**config.mk**
```make
export PLATFORM = sky130hd
export DESIGN_NAME = mem_port_arbiter
export DESIGN_NICKNAME = d
export VERILOG_FILES = /design/src/rtl/cpu_pkg.sv /design/src/rtl/rr_pick2.sv /design/src/rtl/mem_port_arbiter.sv
export SDC_FILE = /design/constraint.sdc
export NUM_CORES = 1
export LEC_CHECK = 0
export BUFFER_PORTS_ARGS = -buffer_cell sky130_fd_sc_hd__buf_2
export CAP_MARGIN = 25
export CORE_MARGIN = 1
export CORE_UTILIZATION = 45
export DETAILED_ROUTE_END_ITERATION = 6
export GPL_ROUTABILITY_DRIVEN = 0
export PLACE_DENSITY = 0.76
export SYNTH_ARGS = -nofsm -noshare
export SYNTH_HDL_FRONTEND = slang
export SYNTH_SLANG_ARGS = --single-unit
export TNS_END_PERCENT = 20
```
**constraint.sdc**
```tcl
create_clock -name CLK -period 1.62 [get_ports CLK]
set_clock_uncertainty 0.1 [all_clocks]
set_input_delay 0.243 -clock CLK [delete_from_list [all_inputs] [get_ports CLK]]
set_output_delay 0.243 -clock CLK [all_outputs]
set_load 0.005 [all_outputs]
```
**src/rtl/cpu_pkg.sv**
```systemverilog
// Shared definitions for the core and its memory port arbiter: default widths,
// arbiter state encodings and port identifiers.
package cpu_pkg;

    localparam int CPU_ADDR_W = 8;
    localparam int CPU_DATA_W = 8;

    typedef enum logic [1:0] {
        ARB_IDLE   = 2'd0,
        ARB_ACCESS = 2'd1,
        ARB_RESP   = 2'd2
    } arbState_e;

    localparam logic PORT_CORE = 1'b0;
    localparam logic PORT_LDR  = 1'b1;

endpackage

```
**src/rtl/rr_pick2.sv**
```systemverilog
// Combinational two-way picker: round-robin against the last winner, or a fixed
// preference for the core port when fixed is set.
module rr_pick2
    import cpu_pkg::*;
(
    input  logic req0,
    input  logic req1,
    input  logic last,
    input  logic fixed,
    output logic valid,
    output logic id
);

    always_comb begin
        valid = req0 | req1;
        if (req0 && req1) begin
            id = fixed ? PORT_CORE : ~last;
        end else begin
            id = req1 ? PORT_LDR : PORT_CORE;
        end
    end

endmodule

```
**src/rtl/mem_port_arbiter.sv**
```systemverilog
// Shares one synchronous single-port memory between the core (port 0) and the loader
// (port 1), one access at a time. Define ARB_LOCK_EN to add locked (atomic RMW) ownership.
module mem_port_arbiter
    import cpu_pkg::*;
#(
    parameter int ADDR_W     = CPU_ADDR_W,
    parameter int DATA_W     = CPU_DATA_W,
    parameter bit FIXED_PRIO = 1'b0
) (
    input  logic              CLK,
    input  logic              CLB,
    input  logic              req0,
    input  logic              req1,
    input  logic              we0,
    input  logic              we1,
    input  logic [ADDR_W-1:0] addr0,
    input  logic [ADDR_W-1:0] addr1,
    input  logic [DATA_W-1:0] wdata0,
    input  logic [DATA_W-1:0] wdata1,
`ifdef ARB_LOCK_EN
    input  logic              lock0,
    input  logic              lock1,
`endif
    output logic              ack0,
    output logic              ack1,
    output logic [DATA_W-1:0] rdata0,
    output logic [DATA_W-1:0] rdata1,
    output logic              mem_en,
    output logic              mem_we,
    output logic [ADDR_W-1:0] mem_addr,
    output logic [DATA_W-1:0] mem_wdata,
    input  logic [DATA_W-1:0] mem_rdata,
    output logic              gnt_id,
    output logic              busy
);

    arbState_e         stateQ, stateD;
    logic              rrLast, rrLastD;
    logic              accWe, accWeD;
    logic              pickReq0, pickReq1, pickValid, pickId;
    logic              ack0D, ack1D, memEnD, memWeD, gntIdD, busyD;
    logic [DATA_W-1:0] rdata0D, rdata1D, memWdataD;
    logic [ADDR_W-1:0] memAddrD;

`ifdef ARB_LOCK_EN
    logic lockActive, lockActiveD, lockId, lockIdD;

    // While a port holds the lock, the other port is invisible to the picker.
    assign pickReq0 = req0 && !(lockActive && lockId == PORT_LDR);
    assign pickReq1 = req1 && !(lockActive && lockId == PORT_CORE);
`else
    assign pickReq0 = req0;
    assign pickReq1 = req1;
`endif

    rr_pick2 u_pick (
        .req0  (pickReq0),
        .req1  (pickReq1),
        .last  (rrLast),
        .fixed (FIXED_PRIO),
        .valid (pickValid),
        .id    (pickId)
    );

    always_comb begin
        stateD = stateQ;
        case (stateQ)
            ARB_IDLE:   if (pickValid) stateD = ARB_ACCESS;
            ARB_ACCESS: stateD = ARB_RESP;
            ARB_RESP:   stateD = ARB_IDLE;
            default:    stateD = ARB_IDLE;
        endcase
    end

    always_comb begin
        // NOTE: every target gets a default first (hold or idle value), so no path leaves one unassigned and no latch is inferred.
        ack0D     = 1'b0;
        ack1D     = 1'b0;
        memEnD    = 1'b0;
        memWeD    = 1'b0;
        rdata0D   = rdata0;
        rdata1D   = rdata1;
        memAddrD  = mem_addr;
        memWdataD = mem_wdata;
        gntIdD    = gnt_id;
        accWeD    = accWe;
        rrLastD   = rrLast;
        busyD     = (stateD != ARB_IDLE);
`ifdef ARB_LOCK_EN
        lockActiveD = lockActive;
        lockIdD     = lockId;
`endif
        case (stateQ)
            ARB_IDLE: begin
                if (pickValid) begin
                    gntIdD    = pickId;
                    rrLastD   = pickId;
                    memEnD    = 1'b1;
                    memWeD    = pickId ? we1 : we0;
                    accWeD    = pickId ? we1 : we0;
                    memAddrD  = pickId ? addr1 : addr0;
                    memWdataD = pickId ? wdata1 : wdata0;
`ifdef ARB_LOCK_EN
                    // An unlocked grant from the owner ends the lock once it is issued.
                    lockActiveD = pickId ? lock1 : lock0;
                    lockIdD     = pickId;
`endif
                end
            end
            ARB_RESP: begin
                if (gnt_id == PORT_LDR) begin
                    ack1D = 1'b1;
                    if (!accWe) rdata1D = mem_rdata;
                end else begin
                    ack0D = 1'b1;
                    if (!accWe) rdata0D = mem_rdata;
                end
            end
            default: ;
        endcase
    end

    always_ff @(posedge CLK) begin
        if (CLB) begin
            stateQ    <= ARB_IDLE;
            rrLast    <= 1'b1;
            accWe     <= 1'b0;
            ack0      <= 1'b0;
            ack1      <= 1'b0;
            rdata0    <= '0;
            rdata1    <= '0;
            mem_en    <= 1'b0;
            mem_we    <= 1'b0;
            mem_addr  <= '0;
            mem_wdata <= '0;
            gnt_id    <= 1'b0;
            busy      <= 1'b0;
`ifdef ARB_LOCK_EN
            lockActive <= 1'b0;
            lockId     <= 1'b0;
`endif
        end else begin
            // NOTE: non-blocking assignments so every register samples pre-edge values.
            stateQ    <= stateD;
            rrLast    <= rrLastD;
            accWe     <= accWeD;
            ack0      <= ack0D;
            ack1      <= ack1D;
            rdata0    <= rdata0D;
            rdata1    <= rdata1D;
            mem_en    <= memEnD;
            mem_we    <= memWeD;
            mem_addr  <= memAddrD;
            mem_wdata <= memWdataD;
            gnt_id    <= gntIdD;
            busy      <= busyD;
`ifdef ARB_LOCK_EN
            lockActive <= lockActiveD;
            lockId     <= lockIdD;
`endif
        end
    end

endmodule

```
==> impl_results.md, run 1 <==
- Outcome: complete, no violations
- Worst hold start: mem_rdata[4]
- Sink Count: 42
- CP max FO: 8
- CTS tree: yes
- Post-Route WL: about 4 mm
- Hold Path Class: in2reg
- Hold Path Depth: 3
- # hold bufs at CTS: 0
- Crit. End Element: flop
- Ys flop type: dfxtp_1
- Reg2reg start: gnt_id
- Internal Power: roughly 0.0018 W
- Post-synthesis async set-or-reset flop share: 0%
- Iteration count of the initial detailed-routing pass: 4
- Max cap viols: 0
- Place WS: between 0.15 and 0.2 ns
- Slew Limit Fails: 0
- DRT iter0 DRCs: roughly 70
- Starting density of the core: roughly 48%
- Yosys reg bits: 42
- Root Buffer: clkbuf_8
- Syn Nets: about 230
- Initial antenna violation count: 0
- Most numerous cell in the Yosys netlist: nand2_1
- Dpl hpwl: 2.88 mm
- Global-route wire length before repair: between 6 and 7 mm
- Via count: around 1600
- Crit path time final: ~1.5 ns
- Fin nets: 318
- P_leak: around 1.0 nW
- Core Area: ~3700 um2
- Register area share after synthesis: about 48%
- Cell taking the most area after synthesis: dfxtp_1
- Share of cells above drive strength 1: 43.6%
- CP required: between 1.5 and 2 ns
- Top post-synthesis cells by count: 51 x nand2_1, 42 x dfxtp_1, 26 x a21oi_1
- Pwr Total: ~0.0024 W
- CTS resizes: 0
- Slew HR: about 69%
- IO buf count: just over 80
- Post-synthesis instance total: between 150 and 200
- Pin count of the biggest net entering global routing: 19
- Post-CTS Setup Inserts: 0
- Top-area cell type share of the netlist area: ~48%
- Post-synth cell types: 27
- Syn Area/Cell: 9.39 um2
- Clk buf depth: 2
- Worst-Margin Slew: between 0.4 and 0.5 ns
- Final Hold Viols: 0
- Vias in the first global route: approximately 1500
- Critical Path Source: gnt_id
- Final ANT Viol Nets: 0
- Grt ovf: 0
- # IOs: 84
- Die area: 4150 um2
- Htree depth: 2
- Switch share: 25.7%
- # rows: 22
- Cell area after synthesis: 1760 um2
- Worst skew pair latency: around 0.29 ns
- WL/cell: 12.2 um
- Synth top area cells: dfxtp_1 48%, nand2_1 11%, a311oi_2 7.7%
- Critical path's slowest cell: or4b_1
- DP Area: between 2000 and 2500 um2
- RSZ-0062 raised after global routing: no
- Max IR drop VDD: about 0.44 mV
- Die width: roughly 64 um
- Critical Path AT: between 1.5 and 2 ns
- Clock slew at reported path FFs: 0.08 ns
- Cell area after layout: about 2300 um2
- TritonCTS Buffers: 5
- Setup TNS: 0 ns
- # diodes: 0
- R2r worst-path depth: 3
- Final Setup Violations: 0
- PnR worst setup slack: between 0.15 and 0.2 ns
- Cells along the critical path: or4b_1 > nand2_1 > a21oi_1
- Via/cell ratio: about 5.0
- Crit-path max cell delay: between 0.6 and 0.7 ns
- Flop pwr share: about half
- Total GRT Usage: a little over 20%
- Post-synth EDFFs: 0
- Worst Setup Start Kind: flop
- Combinational share of power: between 15 and 20%
- Area growth syn-to-layout: 32.4%
- Yosys warns: 0
- Clock power frac: 34.2%
- P_sw: about 0.00061 W
- DRC viols: 0
- Period utilisation layout: about 90%
- Chip height: 64.5 um
- Power Dens Cells: approximately 1000 nW/um2
- FMAX: between 0.6 and 0.7 GHz
- Crit Path Category: reg2reg
-- state kept, by name, summed over array words and instances (netlist names) --
name and cells:
accWe 1, ack0 1, ack1 1, busy 1, gnt_id 1, mem_addr 8
mem_en 1, mem_wdata 8, mem_we 1, rdata0 8, rdata1 8, rrLast 1
stateQ 2
-- final timing paths --
check	slack [ns]	endpoint
setup / recovery	0.16	rdata0[6]
hold / removal	0.1	rdata0[4]
setup reg to reg	0.16	rdata0[6]
hold reg to reg	0.35	rdata0[6]
-- power groups by stage --
stage	combinational [W]	clock, W	sequential, W
3_3_place_gp	0.000411	0	0.00117
6_report	0.000416	0.000813	0.00115
3_5_place_dp	0.000418	0	0.00117
4_1_cts	0.000418	0.000835	0.00115
2_1_floorplan	0.000247	0	0.00118
5_1_grt	0.000460	0.000884	0.00116
-- worst max-delay path: cells and delay by family, from the launching register on --
| kind | cells | cell delay [ns] |
|---|---|---|
| AOI/OAI and AO/OA | 1 | 0.06 |
| and+or+nand+nor | 2 | 0.80 |
| DFF | 1 | 0.38 |
-- cells by family (layout without fill, tap and decap cells) --
kind of cell | Yosys count | count (layout) | synth area share [%]
mux | 9 | 9 | 5.13
buf+inv | 16 | 102 | 5.84
compound gates | 48 | 48 | 22.1
flops | 42 | 42 | 47.9
simple gates | 72 | 72 | 19.0
-- per-layer routing --
layer	vias up	wire (um)	share of wire [%]	global-route usage (%)
li1	826	-	-	-
met1	722	1770	45	23.5
met2	64	1850	47	35.0
met3	2	256	6.5	6.51
met4	0	29	0.74	6.67
met5	-	0	0	0
-- per-stage QoR --
step	hold WS, ns	cells	utilization (%)
final	0.0950	321	63.0
after CTS	0.0864	321	63.0
after global routing	0.0829	321	63.0
after detailed placement	0.344	313	59.9
after global placement	0.344	313	59.9
after floorplan	0.279	187	-
-- placed cells by master (no fill, tap or decap), drive strengths merged, types with 2 or more instances in the layout --
cell type / instances
a21bo: 2
a21oi: 26
a311oi: 16
buf: 94
clkbuf: 5
clkinvlp: 2
dfxtp: 42
mux2i: 9
nand2: 51
nor2: 11
nor4b: 2
-- cell type report --
class | instances | area, um2
sequential | 42 | 841
timing repair buffer | 94 | 498
clock buffer | 5 | 68.8
fill | 339 | 1360
clock inverter | 3 | 45.0
tap | 48 | 60.1
multi-input combinational | 129 | 812
No activity file was read; power rests on OpenSTA's default activity.
==> inputs of run 2 (changes only) <==
--- a/config.mk
+++ b/config.mk
@@ -5,13 +5,13 @@
 export SDC_FILE = /design/constraint.sdc
 export NUM_CORES = 1
 export LEC_CHECK = 0
-export BUFFER_PORTS_ARGS = -buffer_cell sky130_fd_sc_hd__buf_2
 export CAP_MARGIN = 25
 export CORE_MARGIN = 1
 export CORE_UTILIZATION = 45
 export DETAILED_ROUTE_END_ITERATION = 6
+export DONT_BUFFER_PORTS = 1
 export GPL_ROUTABILITY_DRIVEN = 0
-export PLACE_DENSITY = 0.76
+export PLACE_DENSITY = 0.58
 export SYNTH_ARGS = -nofsm -noshare
 export SYNTH_HDL_FRONTEND = slang
 export SYNTH_SLANG_ARGS = --single-unit
==> run 2 against run 1 <==
  * Setup slack got worse by 0.0092 ns
  * Total power rose by 4.4%
  * Highest routed layer unchanged
  * Critical path depth stayed put
  * Critical endpoint is now rdata1[6]
  * Sequential power hardly changed
==> impl_results.md, run 2 (synthesized netlist as in run 1, its figures left out) <==
- Outcome: complete, no violations (unchanged)
- Crit Path Category: reg2reg (unchanged)
- P_leak: 0.724 nW (was 1.05 nW)
- CTS tree: yes (unchanged)
- Flop pwr share: 47.1% (was 48.4%)
- GRT Max-Usage Layer: met2 (unchanged)
- Critical Path AT: 1.55 ns (was 1.52 ns)
- Internal Power: 0.00190 W (was 0.00177 W)
- Slew Limit Fails: 0 (unchanged)
- R2r worst-path depth: 3 (unchanged)
- P_sw: 0.000584 W (was 0.000612 W)
- Critical path's slowest cell: and4bb_2 (was or4b_1)
- # rows: 22 (unchanged)
- Vias in the first global route: 1351 (was 1518)
- Area growth syn-to-layout: 15.0% (was 32.4%)
- Max IR drop VDD: 0.609 mV (was 0.443 mV)
- Via count: 1350 (was 1614)
- Worst Setup Start Kind: flop (unchanged)
- CP max FO: 8 (unchanged)
- Global-route wire length before repair: 6.14 mm (was 6.43 mm)
- Period utilisation layout: 90.8% (was 90.3%)
- Htree depth: 2 (unchanged)
- Clock slew at reported path FFs: 0.08 ns (about the same)
- Starting density of the core: 47.6% (unchanged)
- Final Setup Violations: 0 (unchanged)
- DRC viols: 0 (unchanged)
- DRT iter0 DRCs: 50 (was 69)
- Filler cells: 353 (was 339)
- Pwr Total: 0.00248 W (was 0.00238 W)
- Die area: 4150 um2 (unchanged)
- Crit. End Element: flop (unchanged)
- Grt met2 use: 33.9% (was 35.0%)
- Commonest non-fill, non-tap cells in the layout: 51 x nand2_1, 42 x dfxtp_1, 26 x a21oi_1 (was 83 x buf_2, 51 x nand2_1, 42 x dfxtp_1)
- Clock power frac: 40.6% (was 34.2%)
- Pin count of the biggest net entering global routing: 43 (was 19)
- Setup TNS: 0 ns (unchanged)
- Post-Route WL: 3.82 mm (was 3.91 mm)
- Switch share: 23.5% (was 25.7%)
- Share of cells above drive strength 1: 16.9% (was 43.6%)
- Worst-Margin Slew: 0.484 ns (was 0.460 ns)
- Hold Path Class: in2reg (unchanged)
- M1 GR Usage: 20.7% (was 23.5%)
- CP bufs+invs: 0 (unchanged)
- Initial antenna violation count: 0 (unchanged)
- Final ANT Viol Nets: 0 (unchanged)
- FMAX: 0.679 GHz (was 0.684 GHz)
- CP Depth: 3 (unchanged)
- Final Hold Viols: 0 (unchanged)
- Slew HR: 67.6% (was 69.2%)
- Reg2reg start: stateQ[0] (was gnt_id)
- Cells along the critical path: and4bb_2 > mux2i_1 > nor2_1 (was or4b_1 > nand2_1 > a21oi_1)
- Delay-heaviest family, CP: simple AND/OR/NAND/NOR gates (unchanged)
- TritonCTS Buffers: 5 (unchanged)
- IO buf count: 0 (was 83)
- Iteration count of the initial detailed-routing pass: 5 (was 4)
- Fin nets: 240 (was 318)
- RSZ-0062 raised after global routing: no (unchanged)
- R2r setup slk: 0.15 ns (was 0.16 ns)
- Die width: 64.5 um (unchanged)
- Hold endpoint: mem_wdata[4] (was rdata0[4])
- # diodes: 0 (unchanged)
- GRT met3 Usage: 7.22% (was 6.51%)
- CP required: 1.70 ns (was 1.68 ns)
- Grt ovf: 0 (unchanged)
- Crit Reg-Reg Endpoint: rdata1[6] (was rdata0[6])
- Combinational share of power: 12.2% (was 17.5%)
- Root Buffer: clkbuf_8 (unchanged)
- Crit-path max cell delay: 0.54 ns (was 0.68 ns)
- Max cap viols: 0 (unchanged)
- Dpl hpwl: 2.68 mm (was 2.88 mm)
- Hold slack: 0.00821 ns (was 0.0950 ns)
- Core Area: 3690 um2 (unchanged)
- # IOs: 84 (unchanged)
- Commonest non-fill, non-tap cell in the layout: nand2_1 (was buf_2)
- Hold Path Depth: 2 (was 3)
- Worst skew pair latency: 0.29 ns (about the same)
- Via/cell ratio: 5.56 (was 5.03)
- Crit path time final: 1.47 ns (was 1.46 ns)
- Clk buf depth: 2 (unchanged)
- Total GRT Usage: 19.4% (was 20.3%)
- Power Dens Cells: 1230 nW/um2 (was 1020 nW/um2)
- Chip height: 64.5 um (unchanged)
- Worst hold start: wdata0[4] (was mem_rdata[4])
- WL/cell: 15.7 um (was 12.2 um)
- Sink Count: 42 (unchanged)
[run 2: cell count changes in the layout (fill, tap and decap cells not counted)]
cell / change
nor2_4: +1
buf_4: -5
clkbuf_8: +1
or4b_4: +1
buf_2: -83
dlygate4sd3_1: +9
bufinv_16: +1
clkinvlp_4: -2
buf_12: +1
or4b_1: -1
nor2_2: -1
[run 2: power by group through the flow]
stage          registers [W]  logic, W  clock network [W]
2_1_floorplan        0.00118  0.000247                  0
3_3_place_gp         0.00119  0.000252                  0
3_5_place_dp         0.00119  0.000264                  0
4_1_cts              0.00117  0.000306            0.00104
5_1_grt              0.00118  0.000339            0.00108
6_report             0.00117  0.000304            0.00101
[run 2: worst register-to-register path, cell delays in order, from the launching register on]
cell and delay [ns]:
dfxtp_1 0.40, and4bb_2 0.54, mux2i_1 0.26, nor2_1 0.06
[run 2: how the worst max path moves through the flow]
stage              start           end  slack (ns)
6_report       stateQ[0]     rdata1[6]        0.15
3_5_place_dp   stateQ[0]  mem_wdata[1]        0.12
4_1_cts        stateQ[0]  mem_wdata[3]        0.08
2_1_floorplan     gnt_id     rdata0[0]        0.27
5_1_grt           gnt_id     rdata0[7]        0.08
3_3_place_gp       accWe     rdata0[4]        0.19
[run 2: through the flow]
stage | area [um2] | instances | worst slack, ns | util, %
after detailed placement | 1760 | 225 | 0.122 | 47.7
after global placement | 1760 | 225 | 0.192 | 47.7
final | 2020 | 243 | 0.148 | 54.7
after CTS | 2010 | 243 | 0.0846 | 54.5
after floorplan | 1760 | 187 | 0.272 | -
after global routing | 2020 | 243 | 0.0817 | 54.7
[run 2: what timing repair did]
action,4_1_cts,5_1_grt
hold buffers,10,0
setup buffers,0,0
endpoints found under the hold margin,42,0
endpoints found under the setup margin,0,1
resized for setup,0,2
[run 2: routing by layer]
metal / vias to the layer above / part of all wire (%)
li1: 665 / -
met1: 619 / 40
met2: 57 / 49
met3: 9 / 8.6
met4: 0 / 2.1
met5: - / 0
[run 2: area by class of cell]
cell class / count / area, um2 / share of cell area (%)
multi-input cells: 129 / 821 / 40.6
clock buffers: 6 / 82.6 / 4.09
clock inverters: 2 / 60.1 / 2.97
repair buffers: 16 / 155 / 7.68
flip-flops and latches: 42 / 841 / 41.6
well taps: 48 / 60.1 / 2.97
